**config.mk**
```make
export PLATFORM = sky130hd
export DESIGN_NAME = clock_monitor_flat
export DESIGN_NICKNAME = d
export VERILOG_FILES = /design/src/rtl/clock_monitor_pkg.sv /design/src/rtl/clock_monitor_if.sv /design/src/rtl/sync_edge_det.sv /design/src/rtl/clock_monitor.sv /design/src/flat_wrapper.sv
export SDC_FILE = /design/constraint.sdc
export NUM_CORES = 1
export LEC_CHECK = 0
export ABC_AREA = 1
export BUFFER_PORTS_ARGS = -buffer_cell sky130_fd_sc_hd__buf_2
export CAP_MARGIN = 25
export CORE_MARGIN = 5
export CORE_UTILIZATION = 63
export DETAILED_ROUTE_END_ITERATION = 8
export HOLD_SLACK_MARGIN = 0.03
export PLACE_DENSITY = 0.85
export SYNTH_ARGS = -nofsm -noshare
export SYNTH_HDL_FRONTEND = slang
export SYNTH_SLANG_ARGS = --single-unit
```
**constraint.sdc**
```tcl
create_clock -name pll_clk -period 8.9 [get_ports pll_clk]
set_input_delay 0.445 -clock pll_clk [delete_from_list [all_inputs] [get_ports pll_clk]]
set_output_delay 0.445 -clock pll_clk [all_outputs]
set_load 0.01 [all_outputs]
```
**src/rtl/clock_monitor_pkg.sv**
```systemverilog
// Shared types and default sizes for the pll_clk-based
// external clock frequency monitor.
package clock_monitor_pkg;

    localparam int CNT_W_DEF = 16;
    localparam int WIN_W_DEF = 8;
    localparam int TO_W_DEF  = 12;

    typedef enum logic [1:0] {
        S_IDLE,
        S_ARM,
        S_MEASURE,
        S_DONE
    } state_t;

endpackage

```
**src/rtl/clock_monitor_if.sv**
```systemverilog
// Request/result bundle between a controller and the monitor.
// master drives the request, slave returns the result.
interface clock_monitor_if
    import clock_monitor_pkg::*;
#(
    parameter int CNT_W = CNT_W_DEF,
    parameter int WIN_W = WIN_W_DEF
);
    logic             start;
    logic [WIN_W-1:0] win_len;
    logic [CNT_W-1:0] lo_lim;
    logic [CNT_W-1:0] hi_lim;
    logic             busy;
    logic             done;
    logic [CNT_W-1:0] count;
    logic             too_low;
    logic             too_high;
    logic             ext_dead;

    modport master (
        output start, win_len, lo_lim, hi_lim,
        input  busy, done, count, too_low, too_high, ext_dead
    );

    modport slave (
        input  start, win_len, lo_lim, hi_lim,
        output busy, done, count, too_low, too_high, ext_dead
    );
endinterface

```
**src/rtl/sync_edge_det.sv**
```systemverilog
// Brings an asynchronous signal into clk with two flops and
// flags its rising edge using a third flop.
module sync_edge_det (
    input  logic clk,
    input  logic resetb_async,
    input  logic d_async,
    output logic rise
);
    logic s1, s2, s3;

    // synchronizer pair followed by the edge-history flop
    always_ff @(posedge clk or negedge resetb_async) begin
        if (!resetb_async) begin
            s1 <= 1'b0;
            s2 <= 1'b0;
            s3 <= 1'b0;
        end else begin
            s1 <= d_async;
            s2 <= s1;
            s3 <= s2;
        end
    end

    assign rise = s2 & ~s3;
endmodule

```
**src/rtl/clock_monitor.sv**
```systemverilog
// Counts pll_clk cycles across a window of ext_clk rising edges
// and flags the result against limits or a dead external clock.
module clock_monitor
    import clock_monitor_pkg::*;
#(
    parameter int CNT_W = CNT_W_DEF,
    parameter int WIN_W = WIN_W_DEF,
    parameter int TO_W  = TO_W_DEF
) (
    input  logic            pll_clk,
    input  logic            resetb_async,
    input  logic            ext_clk,
    clock_monitor_if.slave  bus
);
    localparam logic [CNT_W-1:0] CNT_MAX = '1;
    localparam logic [TO_W-1:0]  TO_MAX  = '1;
    localparam logic [WIN_W-1:0] WIN_ONE = WIN_W'(1);

    logic             ext_rise;
    state_t           state, state_nxt;
    logic [CNT_W-1:0] cnt_q, cnt_d, cnt_inc;
    logic [CNT_W-1:0] lo_q, lo_d, hi_q, hi_d;
    logic [WIN_W-1:0] win_q, win_d;
    logic [WIN_W-1:0] edge_q, edge_d, edge_inc;
    logic [TO_W-1:0]  to_q, to_d, to_inc;
    logic             load, dead;
    logic [CNT_W-1:0] res_cnt;
    logic             res_low, res_high;
    logic             busy_q, done_q;
    logic [CNT_W-1:0] count_q;
    logic             low_q, high_q, dead_q;

    sync_edge_det u_sync (
        .clk          (pll_clk),
        .resetb_async (resetb_async),
        .d_async      (ext_clk),
        .rise         (ext_rise)
    );

    // next state, counters, and the result captured on entry to DONE
    always_comb begin
        state_nxt = state;
        cnt_d     = cnt_q;
        lo_d      = lo_q;
        hi_d      = hi_q;
        win_d     = win_q;
        edge_d    = edge_q;
        to_d      = to_q;
        load      = 1'b0;
        dead      = 1'b0;
        cnt_inc   = (cnt_q == CNT_MAX) ? cnt_q : cnt_q + 1'b1;
        edge_inc  = edge_q + 1'b1;
        to_inc    = to_q + 1'b1;
        unique case (state)
            S_IDLE: begin
                if (bus.start) begin
                    state_nxt = S_ARM;
                    win_d     = (bus.win_len == '0) ? WIN_ONE
                                                    : bus.win_len;
                    lo_d      = bus.lo_lim;
                    hi_d      = bus.hi_lim;
                    cnt_d     = '0;
                    edge_d    = '0;
                    to_d      = '0;
                end
            end
            S_ARM: begin
                if (ext_rise) begin
                    state_nxt = S_MEASURE;
                    cnt_d     = '0;
                    edge_d    = '0;
                    to_d      = '0;
                end else if (to_q == TO_MAX) begin
                    state_nxt = S_DONE;
                    load      = 1'b1;
                    dead      = 1'b1;
                end else begin
                    to_d = to_inc;
                end
            end
            S_MEASURE: begin
                cnt_d = cnt_inc;
                if (ext_rise) begin
                    to_d   = '0;
                    edge_d = edge_inc;
                    if (edge_inc == win_q) begin
                        state_nxt = S_DONE;
                        load      = 1'b1;
                    end
                end else if (to_q == TO_MAX) begin
                    state_nxt = S_DONE;
                    load      = 1'b1;
                    dead      = 1'b1;
                end else begin
                    to_d = to_inc;
                end
            end
            S_DONE: begin
                state_nxt = S_IDLE;
            end
        endcase
        res_cnt  = dead ? '0 : cnt_inc;
        res_low  = dead | (res_cnt < lo_q);
        res_high = ~dead & (res_cnt > hi_q);
    end

    // state, working counters and registered result outputs
    always_ff @(posedge pll_clk or negedge resetb_async) begin
        if (!resetb_async) begin
            state   <= S_IDLE;
            cnt_q   <= '0;
            lo_q    <= '0;
            hi_q    <= '0;
            win_q   <= '0;
            edge_q  <= '0;
            to_q    <= '0;
            busy_q  <= 1'b0;
            done_q  <= 1'b0;
            count_q <= '0;
            low_q   <= 1'b0;
            high_q  <= 1'b0;
            dead_q  <= 1'b0;
        end else begin
            state  <= state_nxt;
            cnt_q  <= cnt_d;
            lo_q   <= lo_d;
            hi_q   <= hi_d;
            win_q  <= win_d;
            edge_q <= edge_d;
            to_q   <= to_d;
            busy_q <= (state_nxt == S_ARM) ||
                      (state_nxt == S_MEASURE);
            done_q <= load;
            if (load) begin
                count_q <= res_cnt;
                low_q   <= res_low;
                high_q  <= res_high;
                dead_q  <= dead;
            end
        end
    end

    assign bus.busy     = busy_q;
    assign bus.done     = done_q;
    assign bus.count    = count_q;
    assign bus.too_low  = low_q;
    assign bus.too_high = high_q;
    assign bus.ext_dead = dead_q;
endmodule

```
**src/flat_wrapper.sv**
```systemverilog
// flat-port wrapper written by rule: the top's interface ports become plain ports
module clock_monitor_flat import clock_monitor_pkg::*;
#(
    parameter int CNT_W = CNT_W_DEF,
    parameter int WIN_W = WIN_W_DEF,
    parameter int TO_W  = TO_W_DEF
)
  (pll_clk, resetb_async, ext_clk, bus_start, bus_win_len, bus_lo_lim, bus_hi_lim, bus_busy, bus_done, bus_count, bus_too_low, bus_too_high, bus_ext_dead);
  clock_monitor_if #(.CNT_W(CNT_W), .WIN_W(WIN_W)) bus_i ();
  input  logic pll_clk;
  input  logic resetb_async;
  input  logic ext_clk;
  input wire logic [$bits(bus_i.start)-1:0] bus_start;
  input wire logic [$bits(bus_i.win_len)-1:0] bus_win_len;
  input wire logic [$bits(bus_i.lo_lim)-1:0] bus_lo_lim;
  input wire logic [$bits(bus_i.hi_lim)-1:0] bus_hi_lim;
  output wire logic [$bits(bus_i.busy)-1:0] bus_busy;
  output wire logic [$bits(bus_i.done)-1:0] bus_done;
  output wire logic [$bits(bus_i.count)-1:0] bus_count;
  output wire logic [$bits(bus_i.too_low)-1:0] bus_too_low;
  output wire logic [$bits(bus_i.too_high)-1:0] bus_too_high;
  output wire logic [$bits(bus_i.ext_dead)-1:0] bus_ext_dead;
  assign bus_i.start = bus_start;
  assign bus_i.win_len = bus_win_len;
  assign bus_i.lo_lim = bus_lo_lim;
  assign bus_i.hi_lim = bus_hi_lim;
  assign bus_busy = bus_i.busy;
  assign bus_done = bus_i.done;
  assign bus_count = bus_i.count;
  assign bus_too_low = bus_i.too_low;
  assign bus_too_high = bus_i.too_high;
  assign bus_ext_dead = bus_i.ext_dead;
  clock_monitor #(.CNT_W(CNT_W), .WIN_W(WIN_W), .TO_W(TO_W)) u_core (.pll_clk(pll_clk), .resetb_async(resetb_async), .ext_clk(ext_clk), .bus(bus_i));
endmodule
```
-- Word level (Yosys, flattened, before mapping)
Cells that the tools add are included.
- register bits: 102
- bits of input ports: 44
- output and inout bits: 21
- word-level logic and storage cells: 74
- add/sub/neg operators: 3
- magnitude comparators: 2
- equality and inequality tests: 12
- muxes and demuxes: 26
- bitwise gates (word level): 5
- reduce and logical (&&, ||, !) cells: 10
- operators by type and width (operator ; number):
    16-bit two-way mux ; 4
    16-bit one-hot mux with 3 select lines ; 1
    12-bit two-way mux ; 3
    8-bit two-way mux ; 4
    12-bit one-hot mux with 2 select lines ; 1
    8-bit one-hot mux with 3 select lines ; 1
    16-bit by 1-bit adder with 16-bit output, second input constant ; 1
    16-bit equality test, second input constant ; 1
    16-bit > comparator ; 1
    16-bit less-than comparator ; 1
    12-bit by 1-bit adder with 12-bit output, second input constant ; 1
    12-bit equality test, second input constant ; 1
    2-bit two-way mux ; 5
    8-bit by 1-bit adder with 8-bit output, second input constant ; 1
    8-bit equality test ; 1
    8-bit logical NOT ; 1
    2-bit one-hot mux with 4 select lines ; 1
    2-bit equality test, second input constant ; 3
    3-bit AND reduction ; 2
    1-bit two-way mux ; 5
    2-bit by 1-bit equality test with 1-bit output, second input constant ; 2
    2-bit by 1-bit != test with 1-bit output, second input constant ; 2
    4-bit AND reduction ; 1
    3-bit by 2-bit != test with 1-bit output, second input constant ; 1
    other kinds (11) ; 13

-- Logic depth before layout (Yosys ltp)
Gate-level depths: netlist of the first run.
- depth in word-level cells: 7
- gate-level depth with buffers: 22
- gate-level depth less buffers: 22

-- Cells and area by module
From an unflattened synthesis of the first run, not the netlist that was laid out.
- cells, all modules: 719
- area total of the unflattened synthesis: 5728.0 um2
- modules (own cells, without submodules) (module ; instances ; cells each ; area each (um2) ; seq. area each (um2)):
    clock_monitor ; 1 ; 714 ; 5642.9 ; 2477.4
    sync_edge_det ; 1 ; 5 ; 85.1 ; 75.1

-- Worst setup path after synthesis of the first run
No wires, ideal clock.
- path type: register -> register
- start point: reg u_core.state[0]
- end point: reg u_core.high_q (netlist: u_core.bus.too_high)
- library setup time: 117 ps
- data arrival time: 2864 ps
- required time: 8783 ps
- setup slack: 5919 ps
- cell stages (with the launch flop): 19
- path buffers: 1
- clock period less this slack: 2981 ps
- path through: dfrtp_1 -> inv_1 -> ha_1 -> inv_1 -> nor2_4 -> nand4_4 -> inv_1 -> buf_2 -> a21oi_1 -> ha_1 -> nand4_1 -> nor4_1 -> inv_1 -> nor3_1 -> nand2_1 -> nor2_1 -> nand3_1 -> nand3_1 -> nand2_1
- longest elaborated chain between the ends: 6
- elaborated cells between the ends (all ways): 9
- those cells by class: 1 x order compare; 2 x eq/ne; 3 x mux; 2 x bitwise; 1 x reduce/logical
- ends and longest elaborated chain (element ; line ; RTL):
    start, declared ; clock_monitor.sv:20 ; state_t state, state_nxt;
    start signal, assigned ; clock_monitor.sv:124 ; state <= state_nxt;
    2-bit by 1-bit equality test with 1-bit output / 2-bit equality test (equally long branches) ; clock_monitor.sv:54 ; unique case (state)
    2-bit OR reduction (no source line) (*) ; -- ;
    1-bit two-way mux (*) ; -- ;
    16-bit two-way mux (*) ; clock_monitor.sv:102 ; res_cnt = dead ? '0 : cnt_inc;
    named net u_core.res_cnt[15] ; clock_monitor.sv:27 ; logic [CNT_W-1:0] res_cnt;
    16-bit > comparator (*) ; clock_monitor.sv:104 ; res_high = ~dead & (res_cnt > hi_q);
    1-bit bitwise AND (*) ; clock_monitor.sv:104 ;
    end signal, assigned ; clock_monitor.sv:137 ; high_q <= res_high;
    end, declared ; clock_monitor.sv:31 ; logic low_q, high_q, dead_q;
The timed path passes the listed nets; every way through them passes the cells marked *.
A chain may end at the register's enable or synchronous reset.

-- Worst setup path in the final report of the first run
Ends and elaborated chain as after synthesis.

==> reports/qor.tcl, run 1 <==
set qor(slew-limit-headroom_pct) 35.38
set qor(syn_inst) 714
set qor(post_synth_and_or_nand_nor_area_fraction_pct) 24.28
set qor(grt_setup_unrepaired) {false}
set qor(reg2reg_slack_ps) 5440
set qor(grt_pass1_wl_um) 21850
set qor(drive_gt1_share_pct) 14.41
set qor(timing.hold.worst.class) {in2reg}
set qor(drcViolationCount) 0
set qor(post_cts.repair.setup_buffers) 0
set qor(cts_root_buffer) {clkbuf_8}
set qor(synth_most_common_cell) {nand2_1}
set qor(synth_top_family_by_area) {simple AND/OR/NAND/NOR gates}
set qor(dpl.hpwl_um) 9883
set qor(htree_num_levels) 3
set qor(num_rows) 34
set qor(design_power_total_w) 0.001418
set qor(initial_utilization_pct) 65.11
set qor(worst_vdd_rail_ir_drop_uv) 135.8
set qor(floorplan.io_pins) 65
set qor(dieHeight_um) 105.2
set qor(maximum_fanout_along_the_worst_path) 13
set qor(fmaxAchievable_mhz) 289.1
set qor(synth_top_cells_by_count) {164 x nand2_1, 107 x inv_1, 102 x dfrtp_1}
set qor(cts_resized) 0
set qor(cp_data_required_time_ps) 9180
set qor(detailedPlace.worstSlack_ps) 5496
set qor(layout.filler_cells) 686
set qor(clk-insertion-delay-late_ps) 380
set qor(drv.max_cap_violation_count) 0
set qor(vias_in_the_first_global_route) 4624
set qor(synth_area_leader_cell) {dfrtp_1}
set qor(avgSynthCellArea_sq_um) 7.991
set qor(setup_tns_final_ps) 0
set qor(finClkSkew_ps) 20.72
set qor(synth.top_cells.by_area) {dfrtp_1 45%, nand2_1 11%, ha_1 7.9%}
set qor(critPathArrivalTime_ps) 3740
set qor(area_delta_synth_final_pct) 11.29
set qor(design.die.area_sq_mm) 0.01106
set qor(maxSlewViolCount) 0
set qor(final.min_clock_period_ps) 3459
set qor(worstMarginPinSlew_ps) 965.8
set qor(post_cts_hold_buffer_count) 1
set qor(ff_latch_area_sq_mm) 0.002552
set qor(cts_made_buffers) 9
set qor(finalSetupViolations) 0
set qor(mappedNetlistNets) 794
set qor(multi_input_comb_area_sq_mm) 0.002659
set qor(criticalPathCategory) {reg2reg}
set qor(hold_viol) 0
set qor(grt.total_usage_pct) 24.12
set qor(synth_area_sq_mm) 0.005705
set qor(pin_count_of_the_biggest_net_entering_global_routing) 79
set qor(synthXorXnorAreaFrac_pct) 2.149
set qor(synth.area.mux_share_pct) 1.184
set qor(die_w_um) 105.2
set qor(clock_sink_count) 102
set qor(ys_ff_latch) 102
set qor(synth-async-reset-ratio_pct) 100.0
set qor(worst_setup_path_start_kind) {register}
set qor(detail_route.vias_per_cell) 5.480
set qor(detail-route-antenna-nets) 0
set qor(design.core.area_sq_mm) 0.008763
set qor(cpMostUsedCell) {inv_1}
set qor(power_per_cell_area_mw_per_mm2) 223.3
set qor(synthAdderAreaFrac_pct) 7.895
set qor(crit_chain) {inv_1 > ha_1 > inv_1 > nor2_4 > nand4_4 > inv_1 > nor2_1 > ha_1 > nand4_1 > nor4_1 > inv_1 > nor3_1 > nand2_1 > nor2_1 > nand3_1 > nand3_1 > nand2_1}
set qor(insertedDiodeCount) 0
set qor(cts_tree) {yes}
set qor(synth.lib_cells_used.distinct) 42
set qor(gp_routability_congestion) 0.9416
set qor(critical_path.endpoint_type) {register}
set qor(cts.clk_slew.worst_paths_ps) 110
set qor(final_nets) 859
set qor(drtPass1Iterations) 4
set qor(initial_antenna_violation_count) 0
set qor(finalWirelength_um) 13000
set qor(number_of_flops_mapped_to_enable_cells_by_yosys) 0
set qor(ctsLongestPathBuffers) 2
set qor(buffer_ports.inserted) 64
set qor(setup_ws_ps) 5441
set qor(critPathSlowestCell) {dfrtp_1}
set qor(wl_per_cell_um) 14.57
set qor(finalCritPeriodShare_pct) 38.86
set qor(global_route.overflow_total) 0
set qor(cpPeakStageDelay_ps) 430
set qor(synth-compound-area-share_pct) 11.05
set qor(yosys_most_used_dff) {dfrtp_1}
set qor(power.leakage_nw) 3.363
set qor(sequential_to_total_area_share_from_yosys_stat_pct) 44.74
set qor(post_synth_top_area_share_pct) 44.74
set qor(run_status) {completed}
set qor(via_count) 4888
set qor(synthesis.yosys.warnings) 0
set qor(drt_iter0_markers) 221
-- layer usage --
| metal | part of all wire, % | wire length [um] | global-route usage, % |
|---|---|---|---|
| met1 | 46 | 5952 | 33.63 |
| met2 | 47 | 6123 | 38.17 |
| met3 | 5.4 | 704 | 4.192 |
| met4 | 1.7 | 216 | 8.493 |
| met5 | 0 | 0 | 0 |
-- worst max-delay path: cells and delay by family (launching register included) --
| kind | cells | cell delay, ps |
|---|---|---|
| simple gates | 11 | 1590 |
| fa+ha+maj | 2 | 720 |
| flops | 1 | 430 |
| buf+inv | 4 | 650 |
-- power breakdown --
part	internal (W)	total (W)	switching [W]	leakage (nW)
combinational	0.000165	0.000495	0.000330	1.96
clock	0.000142	0.000309	0.000167	0.106
sequential	0.000566	0.000614	0.0000483	1.30
-- path summary, 6_finish.rpt --
kind | startpoint | to | depth (start not counted)
max | u_core.state[0] | u_core.bus.too_high | 17
min | ext_clk | u_core.u_sync.s1 | 1
max reg2reg | u_core.state[0] | u_core.bus.too_high | 17
min reg2reg | u_core.u_sync.s1 | u_core.u_sync.s2 | 0
max in group asynchronous | resetb_async | u_core.lo_q[6] | 4
min in group asynchronous | resetb_async | u_core.to_q[10] | 2
-- area by class of cell --
type | count | share of cell area [%]
clock inverters | 5 | 1.005
flip-flops and latches | 102 | 40.20
clock buffers | 11 | 2.227
multi-input cells | 486 | 41.87
inverters | 112 | 6.660
repair buffers | 68 | 5.911
well taps | 108 | 2.128
-- flip-flops by register name, indices dropped and copies added (netlist names) --
register and count:
u_core.bus.done 1, u_core.win_q 8, u_core.edge_q 8, u_core.cnt_q 16, u_core.u_sync.s2 1, u_core.to_q 12
u_core.bus.busy 1, u_core.u_sync.s1 1, u_core.hi_q 16, u_core.bus.too_high 1, u_core.lo_q 16, u_core.u_sync.s3 1
u_core.bus.ext_dead 1, u_core.state 2, u_core.bus.too_low 1, u_core.bus.count 16
-- logic make-up (layout without fill, tap and decap cells) --
group,Yosys count,in the layout
AO/OA/AOI/OAI,114,114
multiplexers,6,6
AND/OR/NAND/NOR,316,316
buffers and inverters,126,196
flip-flops,102,102
XOR/XNOR,14,14
adder cells (fa/ha/maj),36,36
-- cell usage in the layout (no fill, tap or decap), types with 2 or more instances in the layout --
| cell type | instances |
|---|---|
| inv_2 | 4 |
| nor2_2 | 8 |
| nand4_1 | 7 |
| o21bai_1 | 2 |
| xor2_1 | 9 |
| buf_4 | 3 |
| nand3_1 | 27 |
| nor2_4 | 2 |
| o21ai_1 | 7 |
| nand3b_1 | 7 |
| xnor2_1 | 5 |
| clkbuf_8 | 10 |
| nor2_1 | 77 |
| inv_6 | 2 |
| a21oi_1 | 54 |
| ha_1 | 36 |
| mux2_2 | 6 |
| nand2_2 | 3 |
| buf_2 | 63 |
| nand2_1 | 163 |
| a211oi_1 | 5 |
| inv_1 | 107 |
| o22ai_1 | 12 |
| a2bb2oi_1 | 2 |
| dfrtp_1 | 102 |
| nor4_1 | 3 |
| o21ai_0 | 27 |
| nand3_2 | 3 |
| nor3_1 | 10 |
-- metrics by stage --
stage / cells / cell area (sq um) / utilization [%] / hold slack, ps
floorplan: 714 / 5705 / - / 149.4
global placement: 874 / 6107 / 69.69 / 337.1
detailed placement: 874 / 6107 / 69.69 / 342.7
CTS: 891 / 6322 / 72.14 / 154.5
global route: 892 / 6350 / 72.46 / 144.5
finish: 892 / 6350 / 72.46 / 173.8
Note: power is estimated with default switching activity, not from simulation.
==> inputs of run 2 (changes only) <==
CORE_UTILIZATION = 59   (was 63)
PLACE_DENSITY = 0.8   (was 0.85)
clock period = 3.4 ns   (was 8.9 ns; I/O delays follow)
==> reports/qor.tcl, run 2 (synthesis results as in run 1) <==
set qor(die_w_um) 108.3 ;# +3.0%
set qor(dpl.hpwl_um) 10020 ;# +1.4%
set qor(area_delta_synth_final_pct) 13.00
set qor(maxSlewViolCount) 0 ;# unchanged
set qor(layout.cells.most_common_list) {163 x nand2_1, 107 x inv_1, 102 x dfrtp_1}
set qor(initial_antenna_violation_count) 0 ;# unchanged
set qor(cts_tree) {yes}
set qor(ff_to_ff_end) {u_core.bus.too_high}
set qor(num_rows) 35 ;# +2.9%
set qor(maximum_fanout_along_the_worst_path) 9 ;# -4
set qor(reg2reg_from) {u_core.state[0]}
set qor(buffer_ports.inserted) 64 ;# unchanged
set qor(cts_root_buffer) {clkbuf_8}
set qor(critPathArrivalTime_ps) 3450 ;# -290 ps
set qor(worst_hold_path.endpoint) {u_core.lo_q[2]}
set qor(hold_path_depth) 2 ;# +1
set qor(run_status) {completed}
set qor(htree_num_levels) 3 ;# unchanged
set qor(global_route.overflow_total) 0 ;# unchanged
set qor(clk-insertion-delay-late_ps) 370 ;# about the same
set qor(finClkSkew_ps) 12.25 ;# -8.467 ps
set qor(via_count) 4993 ;# +2.1%
set qor(pin_count_of_the_biggest_net_entering_global_routing) 54 ;# -32%
set qor(initial_utilization_pct) 61.17 ;# -3.9 points
set qor(cp_data_required_time_ps) 3670 ;# -5510 ps
set qor(detail-route-antenna-nets) 0 ;# unchanged
set qor(finalWirelength_um) 13150 ;# +1.2%
set qor(drcViolationCount) 0 ;# unchanged
set qor(ctsLongestPathBuffers) 2 ;# unchanged
set qor(power.leakage_nw) 3.393 ;# +0.89%
set qor(design.die.area_sq_mm) 0.01174 ;# +6.1%
set qor(design.core.area_sq_mm) 0.009328 ;# +6.4%
set qor(hold_viol) 0 ;# unchanged
set qor(detail_route.vias_per_cell) 5.421 ;# -1.1%
set qor(drv.max_cap_violation_count) 0 ;# unchanged
set qor(ff_latch_area_sq_mm) 0.002552 ;# unchanged
set qor(slew-limit-headroom_pct) 35.67 ;# +0.29 points
set qor(final_util_pct) 69.12 ;# -3.3 points
set qor(worstMarginPinSlew_ps) 961.6 ;# -4.183 ps
set qor(critical_path.endpoint_type) {register}
set qor(finalCritPeriodShare_pct) 93.65 ;# +55 points
set qor(final.min_clock_period_ps) 3184 ;# -274.3 ps
set qor(place_inst) 902 ;# +3.2%
set qor(worst_setup_path_start_kind) {register}
set qor(dieHeight_um) 108.3 ;# +3.0%
set qor(reg2reg_slack_ps) 220 ;# -5230 ps
set qor(timing.reg2reg.worst_path_depth) 17 ;# unchanged
set qor(insertedDiodeCount) 0 ;# unchanged
set qor(cts.clk_slew.worst_paths_ps) 100 ;# about the same
set qor(finalSetupViolations) 0 ;# unchanged
set qor(fmaxAchievable_mhz) 314.1 ;# +8.6%
set qor(grt_pass1_wl_um) 22290 ;# +2.0%
set qor(criticalPathCategory) {reg2reg}
set qor(design_power_total_w) 0.003721 ;# +160%
set qor(final_nets) 867 ;# +0.93%
set qor(wl_per_cell_um) 14.28 ;# -2.0%
set qor(fin_cells) 921 ;# +3.3%
set qor(power_per_cell_area_mw_per_mm2) 577.1 ;# +160%
set qor(layout.filler_cells) 782 ;# +14%
set qor(drt_iter0_markers) 232 ;# +5.0%
set qor(layout.cells.most_common) {nand2_1}
set qor(vias_in_the_first_global_route) 4787 ;# +3.5%
set qor(cts_made_buffers) 9 ;# unchanged
set qor(worst_vdd_rail_ir_drop_uv) 370.2 ;# +170%
set qor(drive_gt1_share_pct) 15.28 ;# +0.86 points
set qor(min_from) {bus_lo_lim[2]}
set qor(multi_input_comb_area_sq_mm) 0.002681 ;# +0.85%
set qor(grt.total_usage_pct) 23.74 ;# -0.39 points
set qor(clock_sink_count) 102 ;# unchanged
set qor(drtPass1Iterations) 5 ;# +1
set qor(gp_routability_congestion) 0.9368 ;# -0.51%
set qor(floorplan.io_pins) 65 ;# unchanged
set qor(timing.hold.worst.class) {in2reg}
==> run 2: what timing repair did <==
item / in CTS / in global routing
buffers inserted: 0 / 0
gates resized for setup: 0 / 4
endpoints found under the setup margin: 0 / 1
hold endpoints to repair: 46 / 0
hold buffers: 3 / 0
==> run 2: layer usage <==
layer | wire [um] | vias up | global-route usage [%] | part of all wire, %
li1 | - | 2450 | - | -
met1 | 5944 | 2375 | 33.23 | 45
met2 | 6323 | 151 | 38.68 | 48
met3 | 701 | 17 | 3.582 | 5.3
met4 | 179 | 0 | 6.583 | 1.4
met5 | 0 | - | 0 | 0
==> run 2: worst max-delay path by stage <==
| stage | from | to | cells past startpoint |
|---|---|---|---|
| floorplan | u_core.state[0] | u_core.bus.too_high | 18 |
| global placement | u_core.cnt_q[0] | u_core.bus.too_high | 22 |
| detailed placement | u_core.cnt_q[0] | u_core.bus.too_high | 22 |
| CTS | u_core.cnt_q[0] | u_core.bus.too_high | 22 |
| global route | u_core.cnt_q[1] | u_core.bus.too_high | 19 |
| finish | u_core.state[0] | u_core.bus.too_high | 17 |
==> run 2: area by class of cell <==
type                    count  share of cell area (%)
repair buffers             76                   6.520
inverters                 112                   6.559
well taps                 129                   2.503
clock buffers              12                   2.406
multi-input cells         486                   41.59
clock inverters             4                  0.8345
flip-flops and latches    102                   39.59
==> run 2: per-stage QoR <==
stage	setup slack, ps	TNS [ps]	area (sq um)	hold WS [ps]
detailed placement	225.8	0	6186	214.8
finish	215.8	0	6447	44.54
global route	-43.49	-43.49	6447	36.75
global placement	338.8	0	6186	209.2
floorplan	418.7	0	5705	-125.6
CTS	167.1	0	6425	36.44
==> run 2: worst max-delay path, cell delays in order (launching register included) <==
cell	delay, ps
dfrtp_1	410
inv_1	120
ha_1	380
inv_1	90
nor2_4	230
nand4_4	100
inv_1	210
a21oi_1	120
ha_1	360
nand4_1	190
nor4_4	200
inv_1	60
nor3_1	210
nand2_1	90
nor2_1	90
nand3_1	70
nand3_1	80
nand2_1	50
==> run 2: power by group <==
part	total (W)	switching (W)	internal, W	leakage (nW)
combinational	0.00131	0.000856	0.000454	2.00
sequential	0.00160	0.000123	0.00148	1.30
clock	0.000806	0.000422	0.000384	0.0992
total	0.00372	0.00140	0.00232	3.39
